## src/rtl/line_tx_pkg.sv

```systemverilog
// line_tx_pkg: shared line TX constants, header byte offsets and streamer FSM states
package line_tx_pkg;
  localparam int LINE_BYTES = 1440;
  localparam int HDR_BYTES = 4;
  localparam int LINES_PER_FRAME = 40;
  localparam logic [1:0] HDR_FRAME = 2'd0;
  localparam logic [1:0] HDR_LINE = 2'd1;
  localparam logic [1:0] HDR_LEN_HI = 2'd2;
  localparam logic [1:0] HDR_LEN_LO = 2'(HDR_BYTES - 1);
  typedef enum logic [1:0] {IDLE, HDR, BODY, TRL} state_t;
endpackage

```

## src/rtl/stream_skid2.sv

```systemverilog
// stream_skid2: 2-entry byte FIFO with fall-through head and occupancy output
// Ports: clk, rst_n (sync, active-low); in_valid/in_data/in_ready write side;
// out_valid/out_data/out_ready read side; occ = stored entries (0..2).
// When empty, an incoming byte is presented on the head in the same cycle,
// so a 1-cycle-latency source can sustain one beat per cycle.
module stream_skid2 (
  input  logic       clk,
  input  logic       rst_n,
  input  logic       in_valid,
  input  logic [7:0] in_data,
  output logic       in_ready,
  output logic       out_valid,
  output logic [7:0] out_data,
  input  logic       out_ready,
  output logic [1:0] occ
);
  logic [7:0] mem [2];
  logic rp, wp, wr, rd;
  assign in_ready = occ != 2'd2;
  assign out_valid = occ != 2'd0 || in_valid;
  assign out_data = occ != 2'd0 ? mem[rp] : in_data;
  assign wr = in_valid && in_ready && !(occ == 2'd0 && out_ready);
  assign rd = out_ready && occ != 2'd0;
  always_ff @(posedge clk) begin
    if (!rst_n) begin
      occ <= 2'd0;
      rp <= 1'b0;
      wp <= 1'b0;
    end else begin
      if (wr) begin
        mem[wp] <= in_data;
        wp <= ~wp;
      end
      if (rd) rp <= ~rp;
      occ <= occ + {1'b0, wr} - {1'b0, rd};
    end
  end
endmodule

```

## src/rtl/line_payload_streamer.sv

```systemverilog
// line_payload_streamer: streams one line buffer line as header + body (+ checksum) payload
// Ports: clk, rst_n (sync, active-low); start/frame_id/line_no request a line;
// busy; rd_addr/rd_data line buffer read port (1-cycle latency);
// tx_data/tx_valid/tx_ready/tx_last payload stream; done pulses after the last beat.
// Build option: define LINE_PAYLOAD_CSUM_EN to append a 16-bit body byte sum (MSB first).
module line_payload_streamer #(
  parameter int LINE_BYTES = line_tx_pkg::LINE_BYTES,
  parameter int ADDR_W = 13
) (
  input  logic              clk,
  input  logic              rst_n,
  input  logic              start,
  input  logic [7:0]        frame_id,
  input  logic [7:0]        line_no,
  output logic              busy,
  output logic [ADDR_W-1:0] rd_addr,
  input  logic [7:0]        rd_data,
  output logic [7:0]        tx_data,
  output logic              tx_valid,
  input  logic              tx_ready,
  output logic              tx_last,
  output logic              done
);
  import line_tx_pkg::*;
  localparam int CW = $clog2(LINE_BYTES + 1);
  localparam logic [15:0] LEN = 16'(LINE_BYTES);
  state_t state, state_d;
  logic [7:0] fid, lno, f_data;
  logic [1:0] hidx, occ;
  logic [CW-1:0] bidx, pidx;
  logic inflight, issue, f_valid, f_ready, f_in_ready, last_body;
`ifdef LINE_PAYLOAD_CSUM_EN
  logic [15:0] csum;
  logic tidx;
`endif
  assign busy = state != IDLE;
  assign last_body = pidx == CW'(LINE_BYTES - 1);
  // occupancy plus the read still in flight bounds what can land in the skid FIFO
  assign issue = (state == HDR || state == BODY) && bidx < CW'(LINE_BYTES) && f_in_ready
                 && (occ + {1'b0, inflight}) < 2'd2;
  stream_skid2 u_skid (
    .clk(clk),
    .rst_n(rst_n),
    .in_valid(inflight),
    .in_data(rd_data),
    .in_ready(f_in_ready),
    .out_valid(f_valid),
    .out_data(f_data),
    .out_ready(f_ready),
    .occ(occ)
  );
  always_ff @(posedge clk) begin
    if (!rst_n) begin
      state <= IDLE;
      fid <= 8'd0;
      lno <= 8'd0;
      hidx <= 2'd0;
      bidx <= '0;
      pidx <= '0;
      inflight <= 1'b0;
      rd_addr <= '0;
      done <= 1'b0;
`ifdef LINE_PAYLOAD_CSUM_EN
      csum <= 16'd0;
      tidx <= 1'b0;
`endif
    end else begin
      state <= state_d;
      done <= busy && state_d == IDLE;
      inflight <= issue;
      if (state == IDLE && start) begin
        fid <= frame_id;
        lno <= line_no;
        hidx <= 2'd0;
        bidx <= '0;
        pidx <= '0;
        rd_addr <= '0;
`ifdef LINE_PAYLOAD_CSUM_EN
        csum <= 16'd0;
        tidx <= 1'b0;
`endif
      end else begin
        if (issue) bidx <= bidx + 1'b1;
        if (issue && bidx != CW'(LINE_BYTES - 1)) rd_addr <= rd_addr + 1'b1;
        if (state == HDR && tx_ready) hidx <= hidx + 1'b1;
        if (state == BODY && f_valid && tx_ready) pidx <= pidx + 1'b1;
`ifdef LINE_PAYLOAD_CSUM_EN
        if (state == BODY && f_valid && tx_ready) csum <= csum + {8'd0, f_data};
        if (state == TRL && tx_ready) tidx <= 1'b1;
`endif
      end
    end
  end
  always_comb begin
    state_d = state;
    tx_valid = 1'b0;
    tx_data = 8'd0;
    tx_last = 1'b0;
    f_ready = 1'b0;
    case (state)
      IDLE: state_d = start ? HDR : IDLE;
      HDR: begin
        tx_valid = 1'b1;
        tx_data = hidx == HDR_FRAME ? fid : hidx == HDR_LINE ? lno : hidx == HDR_LEN_HI ? LEN[15:8] : LEN[7:0];
        state_d = tx_ready && hidx == HDR_LEN_LO ? BODY : HDR;
      end
      BODY: begin
        tx_valid = f_valid;
        tx_data = f_data;
        f_ready = tx_ready;
`ifdef LINE_PAYLOAD_CSUM_EN
        state_d = f_valid && tx_ready && last_body ? TRL : BODY;
`else
        tx_last = f_valid && last_body;
        state_d = f_valid && tx_ready && last_body ? IDLE : BODY;
`endif
      end
      default: begin
`ifdef LINE_PAYLOAD_CSUM_EN
        tx_valid = 1'b1;
        tx_data = tidx ? csum[7:0] : csum[15:8];
        tx_last = tidx;
        state_d = tx_ready && tidx ? IDLE : TRL;
`else
        state_d = IDLE;
`endif
      end
    endcase
  end
endmodule

```

## config.mk

```make
export PLATFORM = sky130hd
export DESIGN_NAME = line_payload_streamer
export DESIGN_NICKNAME = d
export VERILOG_FILES = /design/src/rtl/line_tx_pkg.sv /design/src/rtl/stream_skid2.sv /design/src/rtl/line_payload_streamer.sv
export SDC_FILE = /design/constraint.sdc
export NUM_CORES = 1
export LEC_CHECK = 0
export ABC_CLOCK_PERIOD_IN_PS = 4000
export BUFFER_PORTS_ARGS = -buffer_cell sky130_fd_sc_hd__buf_2
export CELL_PAD_IN_SITES_DETAIL_PLACEMENT = 0
export CELL_PAD_IN_SITES_GLOBAL_PLACEMENT = 1
export CORE_MARGIN = 8
export CORE_UTILIZATION = 25
export DETAILED_ROUTE_END_ITERATION = 6
export HOLD_SLACK_MARGIN = 0.06
export PLACE_DENSITY = 0.49
export RECOVER_POWER = 25
export SYNTH_ARGS = -nofsm -noshare
export SYNTH_HDL_FRONTEND = slang
export SYNTH_SLANG_ARGS = --single-unit
```

## constraint.sdc

```tcl
create_clock -name clk -period 4 [get_ports clk]
set_input_delay 0.4 -clock clk [delete_from_list [all_inputs] [get_ports clk]]
set_output_delay 0.4 -clock clk [all_outputs]
set_load 0.005 [all_outputs]
```

## Word level (Yosys, flattened, before mapping)

Memory sizes are Yosys's and may differ from the RTL's. A register that Yosys moved wholly into a read port is not among the register bits.
Index checks and enable logic that the tools add are counted.
W data, S select, Z words.

| operators by class | value |
|---|---|
| add/subtract/negate cells | 7 |
| magnitude comparators | 2 |
| equal/unequal tests | 8 |
| muxes and demuxes | 17 |
| bitwise operators | 3 |
| reduce and logical (&&, ||, !) cells | 27 |

Operators by type and width:

| operator | count |
|---|---|
| $mux W8 | 4 |
| $add A11 B1 Y11 const B | 2 |
| $logic_and A1 B1 Y1 | 17 |
| $pmux W8 S2 | 1 |
| $add A13 B1 Y13 const B | 1 |
| $eq A11 B11 Y1 const B | 1 |
| $lt A11 B11 Y1 const B | 1 |
| $ne A11 B11 Y1 const B | 1 |
| $logic_not A2 Y1 | 4 |
| $mux W1 | 8 |
| $eq A2 B2 Y1 const B | 3 |
| $pmux W2 S3 | 1 |
| $add A2 B1 Y2 | 2 |
| $eq A2 B1 Y1 const B | 2 |
| $mux W2 | 2 |
| $reduce_bool A2 Y1 | 2 |
| $not A1 Y1 | 3 |
| $add A2 B1 Y2 const B | 1 |
| $logic_or A1 B1 Y1 | 2 |
| $lt A2 B2 Y1 const B | 1 |
| $ne A2 B2 Y1 const B | 1 |
| $pmux W1 S2 | 1 |
| $reduce_or A2 Y1 | 1 |
| $sub A2 B1 Y2 | 1 |
| $logic_not A1 Y1 | 1 |

| storage, ports and cells | value |
|---|---|
| bits in registers | 61 |
| memory bits (writable) | 16 |
| input bits | 28 |
| memories | 1 |

Memory list:

| memory | words | bits a word | read ports | clocked after memory_dff | write ports | line | source |
|---|---|---|---|---|---|---|---|
| u_skid.mem | 2 | 8 | 1 | 1 | 1 | stream_skid2.sv:17 | `logic [7:0] mem [2];` |

## Logic depth before layout (Yosys ltp)

| logic depth | value |
|---|---|
| depth in word-level cells | 8 |
| gate-level depth with buffers | 9 |

## Hierarchy

Synthesis repeated with hierarchy kept, for this count alone.

| unflattened totals | value |
|---|---|
| cell total of the unflattened synthesis | 427 |
| area, all modules | 3823.7 um^2 |

By module, submodules not included:

| module | instances | cells each | area each (um^2) | seq. area each (um^2) |
|---|---|---|---|---|
| line_payload_streamer | 1 | 357 | 2861.5 | 1141.1 |
| stream_skid2 | 1 | 70 | 962.2 | 580.6 |

## Worst setup path after synthesis

Ideal clock, no wire load.

| timing | value |
|---|---|
| kind | flip-flop to flip-flop |
| start | reg u_skid.occ[0] |
| end | reg u_skid.occ[1] |
| data arrival time | 1.794 ns |
| required time | 3.885 ns |
| slack | 2.091 ns |
| cell stages (with the launch flop) | 10 |
| buffers on the path | 1 |
| cell sequence | dfxtp_1 -> or2_1 -> clkbuf_1 -> and3_1 -> ha_1 -> inv_1 -> ha_1 -> xnor2_1 -> xnor2_1 -> and2_1 |

RTL lines:

| element | line | source |
|---|---|---|
| start: declaration | stream_skid2.sv:15 | `output logic [1:0] occ` |
| start signal: assignment | stream_skid2.sv:35 | `occ <= occ + {1'b0, wr} - {1'b0, rd};` |
| $reduce_bool A2 Y1 | stream_skid2.sv:23 | `assign rd = out_ready && occ != 2'd0;` |
| $logic_and A1 B1 Y1 | stream_skid2.sv:23 |  |
| named net u_skid.rd | stream_skid2.sv:18 | `logic rp, wp, wr, rd;` |
| $sub A2 B1 Y2 | stream_skid2.sv:35 |  |

The timed path passes the listed nets, and every way through them passes these cells.
A chain may end at the register's enable or synchronous reset.

## Final worst setup path

| timing | value |
|---|---|
| start | reg hidx[1] |
| end | out tx_data[0] |

| between the ends | value |
|---|---|
| cells in the longest elaborated chain, start to end | 5 |

RTL lines:

| element | line | source |
|---|---|---|
| start: declaration | line_payload_streamer.sv:29 | `logic [1:0] hidx, occ;` |
| start signal: assignment | line_payload_streamer.sv:85 | `if (state == HDR && tx_ready) hidx <= hidx + 1'b1;` |
| $eq A2 B2 Y1 | line_payload_streamer.sv:104 | `tx_data = hidx == HDR_FRAME ? fid : hidx == HDR_LINE ? lno : hidx == HDR_LEN_HI ? LEN[15:8] : LEN[7:0];` |
| $mux W8 (2 in a row) | line_payload_streamer.sv:104 |  |
| $mux W8 (*) | line_payload_streamer.sv:104 |  |
| $pmux W8 S2 (*) | line_payload_streamer.sv:100 | `case (state)` |
| end: declaration | line_payload_streamer.sv:18 | `output logic [7:0] tx_data,` |

Every way passes the cells marked *; elsewhere a longest branch is shown, timed or not.

==> results.md <==
* Status: finished clean
* Pin count of the biggest net entering global routing at 36
* Die area at 19000 um^2
* Hold Buf Count CTS at 0
* Post-DP HPWL at 6600 um
* Asr flop ratio synth at 0%
* Die X at 138 um
* Max-slew headroom at 53.9%
* Yosys top cell area share at 33.4%
* Dominant cell type by area after synthesis: dfxtp_1
* Standard-cell rows at 44
* Post-cts sizing count at 0
* Netlist Area Pre-Place at 3720 um^2
* RSZ-0062 raised after global routing: false
* Max Cap Violations at 0
* Initial antenna violation count at 0
* Worst Hold Path EP: fid[3]
* Final wirelength at 9140 um
* RR Startpoint: state[0]
* Die Span Y at 138 um
* F_max at 401 MHz
* Cts bufs inserted at 9
* CP Max Fanout at 9
* DRT Pass-1 Iters at 4
* Cells on worst reg2reg path at 6
* Root Buffer: clkbuf_16
* First-pass GRT wire length at 14900 um
* GR Overflow Total at 0
* Starting Density at 25.6%
* Vias in the first global route at 2907
* Setup crit end kind: primary output
* Leak pwr at 0.00158 uW
* Min-delay src: frame_id[3]
* # setup viols final at 0
* Synth Instances at 421
* Startpoint class of the critical path: flop
* Synthesis-stage register bit count at 78
* CTS H-Tree Depth at 3
* Synth Net Count at 462
* CP arrival at 2.09 ns
* All-Layer GR Usage at 10.1%
* Final ANT Viol Nets at 0
* Ant diodes at 0
* Core footprint at 14500 um^2
* Peak supply drop at 199 uV
* Clock sinks at 78
* Syn_area_per_cell at 8.83 um^2
* Max Clock Skew at 0.00540 ns
* Fin. Hold Viols at 0
* Ys Warns at 0
* TNS Setup at 0 ns
* Worst Tran Pin Value at 0.690 ns
* CTS tree: yes
* Final Cycle Share at 62.3%
* Ranking of synthesized cells by area: dfxtp_1 33%, edfxtp_1 13%, nand2_1 7.6%
* Via count at 2966
* Flop2flop setup slack at 1.70 ns
* Share of cells above drive strength 1 at 11.3%
* Wirelength per Cell at 14.0 um
* DR vias/cell at 4.53
* Hold Path Cell Cnt at 3
* Main synth FF type: dfxtp_1
* Clock transition at the registers of the reported paths at 0.06 ns
* Max clock buf depth at 2
* Post-CTS Setup Repair Bufs at 0
* EDFF count, synth at 16
* Slew Limit Fails at 0
* Synthesis-to-finish area growth at 19.4%
* Reg-to-Reg End: rd_addr[11]
* Final core utilization at 30.5%
* Unique masters post-synth at 43
* Residual DRC at 0
* Minimum clock period at 2.49 ns
* Nets at 507
* Req. time, crit path at 3.60 ns
* Seq/Total Area, Yosys at 46.3%
* Hold Path Class: primary input to flop
* Clock Latency Late Sink at 0.34 ns
* Setup CP Type: flop to primary output
* Port Buffers at 52
* DRT iter0 DRCs at 162
* Top Ports at 53
* Routability cong. at 0.708
* PD cells at 416 nW/um^2
==> where the power goes <==
| group | switching (uW) | leakage, uW | internal [uW] |
|---|---|---|---|
| registers | 12.5 | 0.000648 | 821 |
| logic | 78.7 | 0.000772 | 43.3 |
| clock network | 342 | 0.000156 | 549 |
| total | 433 | 0.00158 | 1410 |
==> Yosys cell counts (9+ instances only) <==
master / n
edfxtp_1: 16
o21ai_0: 9
xnor2_1: 16
a21boi_1: 23
dfxtp_1: 62
nand2_1: 75
ha_1: 13
mux2i_1: 9
inv_1: 12
nand3_1: 16
clkbuf_1: 17
nor2_1: 33
xor2_1: 9
a21oi_1: 22
==> routing by layer <==
layer  up-vias  global-route usage, %  wire [um]
met4         0                   4.66        164
met2        40                   15.6       4190
met1      1363                   13.1       4400
met3        11                   2.14        385
met5         -                      0          0
li1       1552                      -          -
==> worst max-delay path: stages, from the launching register on <==
cell and delay, ns:
dfxtp_1 0.37, inv_1 0.07, ha_1 0.30, nor2b_1 0.29
a21oi_1 0.07, o21ai_0 0.23, a22oi_1 0.13, nor2b_1 0.16
buf_2 0.13
==> cell usage in the layout (no fill, tap or decap), types with 9 or more instances in the layout <==
cell	netlist	layout
a21oi_1	22	22
o21ai_0	9	9
xnor2_1	16	16
xor2_1	9	9
inv_1	12	12
dfxtp_1	62	62
mux2i_1	9	9
a21boi_1	23	23
clkbuf_16	0	9
clkbuf_1	17	20
nand2_1	75	75
nand3_1	16	16
buf_2	1	32
ha_1	13	13
nor2_1	33	33
edfxtp_1	16	16
==> state kept, by name, indices dropped and copies added, names as in the netlist, named ones only <==
| name | cells |
|---|---|
| inflight | 1 |
| hidx | 2 |
| u_skid.wp | 1 |
| u_skid.mem | 16 |
| state | 2 |
| pidx | 11 |
| lno | 8 |
| u_skid.occ | 2 |
| rd_addr | 13 |
| bidx | 11 |
| fid | 8 |
| u_skid.rp | 1 |
| done | 1 |
==> worst max-delay path by stage <==
stage	from	endpoint	slack [ns]	cells after the start
after floorplan	u_skid.occ[0]	u_skid.occ[1]	2.09	9
after global placement	state[0]	rd_addr[11]	1.75	6
after detailed placement	state[0]	rd_addr[11]	1.69	6
after CTS	hidx[1]	tx_data[0]	1.47	8
after global routing	hidx[1]	tx_data[0]	1.28	8
final	hidx[1]	tx_data[0]	1.51	8
==> stage by stage <==
stage	power, uW	cells	hold WS [ns]	setup WS [ns]	instance area, um^2
floorplan	929	421	0.435	2.09	3720
global placement	977	639	0.443	1.75	4140
detailed placement	977	639	0.449	1.69	4140
CTS	1880	655	0.265	1.47	4460
global route	1930	655	0.289	1.28	4440
finish	1850	655	0.294	1.51	4440
==> cell families (layout without fill, tap and decap cells) <==
| family | count (synthesis) | in the layout | synth area share [%] |
|---|---|---|---|
| xor gates and xnor gates | 25 | 25 | 5.89 |
| muxes | 9 | 9 | 2.42 |
| and+or+nand+nor | 178 | 178 | 22.8 |
| buffers and inverters | 32 | 82 | 3.26 |
| adders and majority gates | 13 | 13 | 4.38 |
| DFF | 78 | 78 | 46.3 |
| AOI/OAI and AO/OA | 86 | 86 | 15.0 |
==> cell type report <==
type | count | area, um^2
fill | 1588 | 10100
multi-input combinational | 311 | 1870
sequential | 78 | 1720
timing repair buffer | 53 | 243
tap | 184 | 230
clock buffer | 9 | 225
clock inverter | 7 | 95.1
inverter | 13 | 48.8
No activity file was read; power rests on OpenSTA's default activity.
